<file path="src/rtl/serial_subtractor.sv">
// Bit-serial WIDTH-bit unsigned subtractor: diff = a - b, LSB first, one bit per clock.
// Start/busy/done handshake; diff and bout hold the last completed result.
module serial_subtractor #(
    parameter int WIDTH = 8
) (
    input  logic             clk,
    input  logic             rst_n,
    input  logic             start,
    input  logic [WIDTH-1:0] a,
    input  logic [WIDTH-1:0] b,
    output logic             busy,
    output logic             done,
    output logic [WIDTH-1:0] diff,
    output logic             bout
);

    localparam int CNT_W = (WIDTH > 2) ? $clog2(WIDTH) : 1;

    typedef enum logic {IDLE, RUN} state_t;

    state_t             state_reg, state_next;
    logic [WIDTH-1:0]   sa_reg, sa_next;
    logic [WIDTH-1:0]   sb_reg, sb_next;
    logic [WIDTH-1:0]   res_reg, res_next;
    logic [WIDTH-1:0]   diff_reg, diff_next;
    logic [CNT_W-1:0]   cnt_reg, cnt_next;
    logic               borrow_reg, borrow_next;
    logic               bout_reg, bout_next;
    logic               done_reg, done_next;

    logic               d_bit;
    logic               borrow_bit;
    logic [WIDTH-1:0]   res_shift;

    // One full-subtractor slice working on the current LSBs.
    assign d_bit      = sa_reg[0] ^ sb_reg[0] ^ borrow_reg;
    assign borrow_bit = (~sa_reg[0] & sb_reg[0]) | (~(sa_reg[0] ^ sb_reg[0]) & borrow_reg);

    // Result fills from the MSB so that after WIDTH shifts bit 0 sits at the LSB.
    genvar gi;
    generate
        for (gi = 0; gi < WIDTH - 1; gi++) begin : g_res_shift
            assign res_shift[gi] = res_reg[gi+1];
        end
    endgenerate
    assign res_shift[WIDTH-1] = d_bit;

    always_ff @(posedge clk) begin
        if (!rst_n) begin
            state_reg  <= IDLE;
            sa_reg     <= '0;
            sb_reg     <= '0;
            res_reg    <= '0;
            diff_reg   <= '0;
            cnt_reg    <= '0;
            borrow_reg <= 1'b0;
            bout_reg   <= 1'b0;
            done_reg   <= 1'b0;
        end else begin
            state_reg  <= state_next;
            sa_reg     <= sa_next;
            sb_reg     <= sb_next;
            res_reg    <= res_next;
            diff_reg   <= diff_next;
            cnt_reg    <= cnt_next;
            borrow_reg <= borrow_next;
            bout_reg   <= bout_next;
            done_reg   <= done_next;
        end
    end

    always_comb begin
        state_next  = state_reg;
        sa_next     = sa_reg;
        sb_next     = sb_reg;
        res_next    = res_reg;
        diff_next   = diff_reg;
        cnt_next    = cnt_reg;
        borrow_next = borrow_reg;
        bout_next   = bout_reg;
        done_next   = 1'b0;

        case (state_reg)
            IDLE: begin
                if (start) begin
                    sa_next     = a;
                    sb_next     = b;
                    borrow_next = 1'b0;
                    cnt_next    = '0;
                    state_next  = RUN;
                end
            end
            RUN: begin
                sa_next     = sa_reg >> 1;
                sb_next     = sb_reg >> 1;
                res_next    = res_shift;
                borrow_next = borrow_bit;
                cnt_next    = cnt_reg + CNT_W'(1);
                if (cnt_reg == CNT_W'(WIDTH - 1)) begin
                    diff_next  = res_shift;
                    bout_next  = borrow_bit;
                    done_next  = 1'b1;
                    state_next = IDLE;
                end
            end
            default: state_next = IDLE;
        endcase
    end

    assign busy = (state_reg == RUN);
    assign done = done_reg;
    assign diff = diff_reg;
    assign bout = bout_reg;

endmodule

</file>
<file path="config.mk">
export PLATFORM = sky130hd
export DESIGN_NAME = serial_subtractor
export DESIGN_NICKNAME = d
export VERILOG_FILES = /design/src/rtl/serial_subtractor.sv
export SDC_FILE = /design/constraint.sdc
export NUM_CORES = 1
export LEC_CHECK = 0
export BUFFER_PORTS_ARGS = -buffer_cell sky130_fd_sc_hd__buf_2
export CAP_MARGIN = 5
export CORE_UTILIZATION = 50
export CTS_BUF_LIST = sky130_fd_sc_hd__clkbuf_4
export DETAILED_ROUTE_END_ITERATION = 12
export PLACE_DENSITY = 0.74
export SETUP_SLACK_MARGIN = 0.4
export SLEW_MARGIN = 20
export SYNTH_ARGS = -nofsm -noshare
export SYNTH_HDL_FRONTEND = slang
export SYNTH_SLANG_ARGS = --single-unit
export TNS_END_PERCENT = 20
</file>
<file path="constraint.sdc">
create_clock -name clk -period 3.8 [get_ports clk]
set_input_delay 0.19 -clock clk [delete_from_list [all_inputs] [get_ports clk]]
set_output_delay 0.19 -clock clk [all_outputs]
set_load 0.02 [all_outputs]
</file>
==> results of run 1 <==
-- cell usage after synthesis, drive strengths merged --
master and n:
a21bo 8, dfxtp 38, a211oi 14, nand3 8, mux2i 23, o21ai 1, buf 7, or3b 4
inv 3, clkbuf 6, fa 1, and3 1, nand2 2, ha 2, a311oi 1, a21oi 14
nor2 9, nor2b 14, clkinv 1, nand2b 3
-- cells by family after synthesis --
family	count (synthesis)	synth area share, %
muxes	23	14.2
buffers and inverters	17	5.55
AOI/OAI and AO/OA	38	16.6
and+or+nand+nor	41	14.1
DFF	38	46.8
adders and majority gates	3	2.77
-- per-layer routing --
metal,up-vias,share of wire (%),track usage [%]
met4,0,1.7,9.18
met2,21,48,31.8
met3,7,3.5,4.37
met5,-,0,0
li1,608,-,-
met1,573,47,22.0
-- metrics by stage --
stage               instance area [sq um]  instances  total power, uW  worst slack, ps  util [%]
floorplan                            1620        160              495             2550         -
global placement                     1760        221              510             2040      57.1
detailed placement                   1760        221              514             1970      57.1
CTS                                  1830        229              777             1930      59.6
global route                         1830        229              804             1730      59.6
finish                               1830        229              770             1920      59.6
-- power by group --
group          switching, uW  internal, uW  total [uW]
registers               14.0           416         430
clock network            129           136         266
logic                   38.8          35.4        74.2
total                    182           588         770
-- worst paths after layout --
path / to / slack [ps] / cells after the start
worst max register to register: sa_reg[2] / 1920 / 3
worst min register to register: diff[0] / 480 / 2
worst min-delay path: sa_reg[7] / 100 / 3
worst max-delay path: sa_reg[2] / 1920 / 3
-- critical path: stages, from the launching register on --
cell and delay [ps]:
dfxtp_1 790, buf_4 420, inv_1 280, a211oi_1 270
-- final cells by class --
cell class              count  area (sq um)
well taps                  44          55.1
multi-input cells         105           773
repair buffers             30           153
clock inverters             3          40.0
inverters                   4          15.0
clock buffers               5          37.5
fillers                   283          1240
flip-flops and latches     38           761
==> results.cfg, run 1 <==
[placement]
hpwlAfterDp_microns = 2010
place_congestion = 0.744
numPortBuffers = 29

[sta]
rsz0062_at_grt = false
maxSlewViolCount = 0
whs_ps = 97.1
max_freq_mhz = 533
setup_viol_count_final = 0
period_share_pct = 49.4
tns_ps = 0
tightest_slew_ps = 853
post-route-min-period_ps = 1880
slew_headroom_pct = 42.8
skew_ps = 11.0
hold_violations = 0

[clocking]
clk_latency_ps = 340
cts_root_buffer = clkbuf_4
cts_buffers = 5
cts.path.max_buffers = 2
cts_tree = built
clkTransAtPathRegs_ps = 110
holdBufCountCts = 0
htree_levels = 2
post_cts_buffers = 0
cts.sinks = 38
postCtsResizedCells = 0

[final_layout]
diodes = 0
layout_commonest_cell = dfxtp_1
nets = 206
area_delta_synth_final_pct = 12.9
final_layout_size_suffix_gt1_share_pct = 25.4
final_cell_mix = dfxtp_1 (38), buf_2 (29), mux2i_1 (23)

[floorplanning]
die_h_microns = 59.0
initial_core_util_pct = 52.8
row_count = 20
core_area_sq_um = 3080
die_w_microns = 59.0
ios = 30
dieArea_sq_um = 3480

[synth]
yosys.area.top_type_share_pct = 46.8
synth_nets = 182
syn_area_per_cell_sq_um = 10.2
ys_top_cells_by_area = dfxtp_1 (47%), mux2i_1 (14%), a211oi_1 (6.5%), nor2b_1 (5.4%), a21bo_2 (4.9%)
yosys_warnings = 0
ys_seq_area_share_pct = 46.8
synth_area_sq_um = 1620
yosys_register_bits = 38
yosys.area.top_type = dfxtp_1
synth.distinct_cells = 23
synth_cells = 160

[route]
drtIter0Drc = 66
drt_pass1_iterations = 4
drc_errors = 0
via_count = 1209
post_drt_wl_per_cell_microns = 12.6
vias_per_cell = 5.28
final_antenna_net_count = 0
wl_microns = 2890

[pwr]
vdd_drop_max_v = 0.000188
p_leak_uw = 0.000792
power_per_cell_area_nw_per_um2 = 420

[global_routing]
antenna_found_initial = 0
globalRouteOverflowTotal = 0
grt_pass1_vias = 1170
grt_pass1_wl_microns = 4820
grt_usage_pct = 18.7
grt_max_degree = 35

[setup_path]
worst_setup_path_end_kind = flip-flop
critPathRequiredTime_ps = 4030
cp_data_arrival_time_ps = 2100
path_max_fanout = 32
crit_start = busy
critPathLaunchType = flip-flop
path_class = reg2reg
reg2reg_from = busy

[hold_path]
hold_start = a[7]
min_path_type = in2reg

[outcome]
status = finished clean

[run]
max-cap-violations = 0
(Power assumes the default switching activity.)
==> inputs of run 2 (changes only) <==
Settings changed: PLACE_DENSITY 0.74 to 0.77.
Clock period 3.8 ns to 1.55 ns, I/O delays scaled along.
==> results.cfg, run 2 (synthesized netlist as in run 1, its figures left out) <==
[sta]
post-route-min-period_ps = 1190
rsz0062_at_grt = true
tightest_slew_ps = 546
tns_ps = 0
whs_ps = 19.9
maxSlewViolCount = 0
final.setup.worst_slack_ps = 362
slew_headroom_pct = 63.6
period_share_pct = 76.6
max_freq_mhz = 842
skew_ps = 14.4
setup_viol_count_final = 0
hold_violations = 0

[setup_path]
critPathLaunchType = flip-flop
crit_path_end = diff[4]
cp_data_arrival_time_ps = 1460
reg2reg_from = cnt_reg[0]
critPathRequiredTime_ps = 1830
worst_setup_path_end_kind = flip-flop
path_class = reg2reg
path_max_fanout = 5
reg2reg_to = diff[4]
crit_start = cnt_reg[0]
reg2regPathDepth = 5
r2r_slack_ps = 360

[pwr]
p_comb_share_pct = 12.4
power_per_cell_area_nw_per_um2 = 950
p_leak_uw = 0.000874
p_sw_share_pct = 23.4
p_sw_uw = 465
clkPwrFrac_pct = 34.7
vdd_drop_max_v = 0.000518
seqPwrFrac_pct = 52.9
p_int_uw = 1520

[clocking]
cts_root_buffer = clkbuf_4
cts.path.max_buffers = 2
clkTransAtPathRegs_ps = 110
clk_latency_ps = 340
htree_levels = 2
cts_tree = built
cts.sinks = 38
cts_buffers = 5

[final_layout]
final_layout_size_suffix_gt1_share_pct = 42.3
multi_input_area_sq_um = 860
layout_commonest_cell = dfxtp_1
final_util_pct = 67.9
diodes = 0
final_cell_mix = dfxtp_1 (32), buf_2 (29), mux2i_1 (23), nor2b_1 (14), a211oi_1 (11)
fill_cells = 242
area_delta_synth_final_pct = 28.7
layout.cells.non_filler = 245
nets = 222
regArea_sq_um = 768

[global_routing]
antenna_found_initial = 0
grt_usage_pct = 21.3
grt_pass1_wl_microns = 5530
globalRouteOverflowTotal = 0
grt_max_degree = 22
grt_pass1_vias = 1194

[hold_path]
hold_start = rst_n
min_path_type = in2reg

[route]
via_count = 1268
drtIter0Drc = 31
wl_microns = 3400
drc_errors = 0
vias_per_cell = 5.18
drt_pass1_iterations = 4
final_antenna_net_count = 0
post_drt_wl_per_cell_microns = 13.9

[run]
max-cap-violations = 0

[floorplanning]
ios = 30
die_h_microns = 59.0
dieArea_sq_um = 3480
die_w_microns = 59.0
row_count = 20
core_area_sq_um = 3080
initial_core_util_pct = 52.8

[placement]
hpwlAfterDp_microns = 2160
numPortBuffers = 29
place_congestion = 0.706
dp_slack_ps = 320
dp.cells = 225

[outcome]
status = finished clean
run 2: worst min-delay path by stage:
| stage | endpoint | slack, ps | depth (start not counted) |
|---|---|---|---|
| final | busy | 20 | 3 |
| after global routing | busy | 40 | 3 |
| after CTS | busy | 10 | 3 |
| after detailed placement | sa_reg[7] | 340 | 3 |
| after global placement | sb_reg[7] | 320 | 3 |
| after floorplan | busy | 220 | 2 |
run 2: area by class of cell:
cell class	instances	area share, %
Clock buffer	7	2.51
Clock inverter	1	1.44
Inverter	4	0.898
Multi-Input combinational cell	105	41.1
Sequential cell	38	36.8
Tap cell	44	2.63
Timing Repair Buffer	45	14.3
Timing Repair inverter	1	0.359
run 2: layer usage:
| layer | track usage, % | routed length [microns] | vias up |
|---|---|---|---|
| met5 | 0 | 0 | - |
| met4 | 7.14 | 24 | 0 |
| met3 | 4.59 | 104 | 4 |
| met2 | 36.0 | 1650 | 22 |
| met1 | 26.9 | 1620 | 599 |
| li1 | - | - | 643 |
run 2: critical path, stage by stage (launching register included):
cell and delay (ps):
dfxtp_2 350, ha_4 160, ha_4 170, buf_12 130, a21bo_2 220, a21oi_2 120
run 2: metrics by stage:
stage	power [uW]	area, sq um
after floorplan	1210	1650
after global placement	1260	1800
after detailed placement	1270	1800
after CTS	1980	2030
after global routing	2060	2090
final	1990	2090
run 2: timing repair:
| action | CTS | global route |
|---|---|---|
| setup endpoints to repair | 29 | 31 |
| buffers inserted | 7 | 2 |
| hold buffers | 2 | 0 |
| resized for setup | 20 | 11 |
| hold endpoints to repair | 2 | 0 |
| pin swaps | 4 | 4 |
| cloned | 1 | 0 |
run 2: power groups by stage:
stage	Sequential [uW]	Combinational (uW)	Clock, uW
floorplan	1060	150	0
global placement	1060	195	0
detailed placement	1070	202	0
CTS	1050	231	698
global route	1060	267	738
finish	1050	247	688
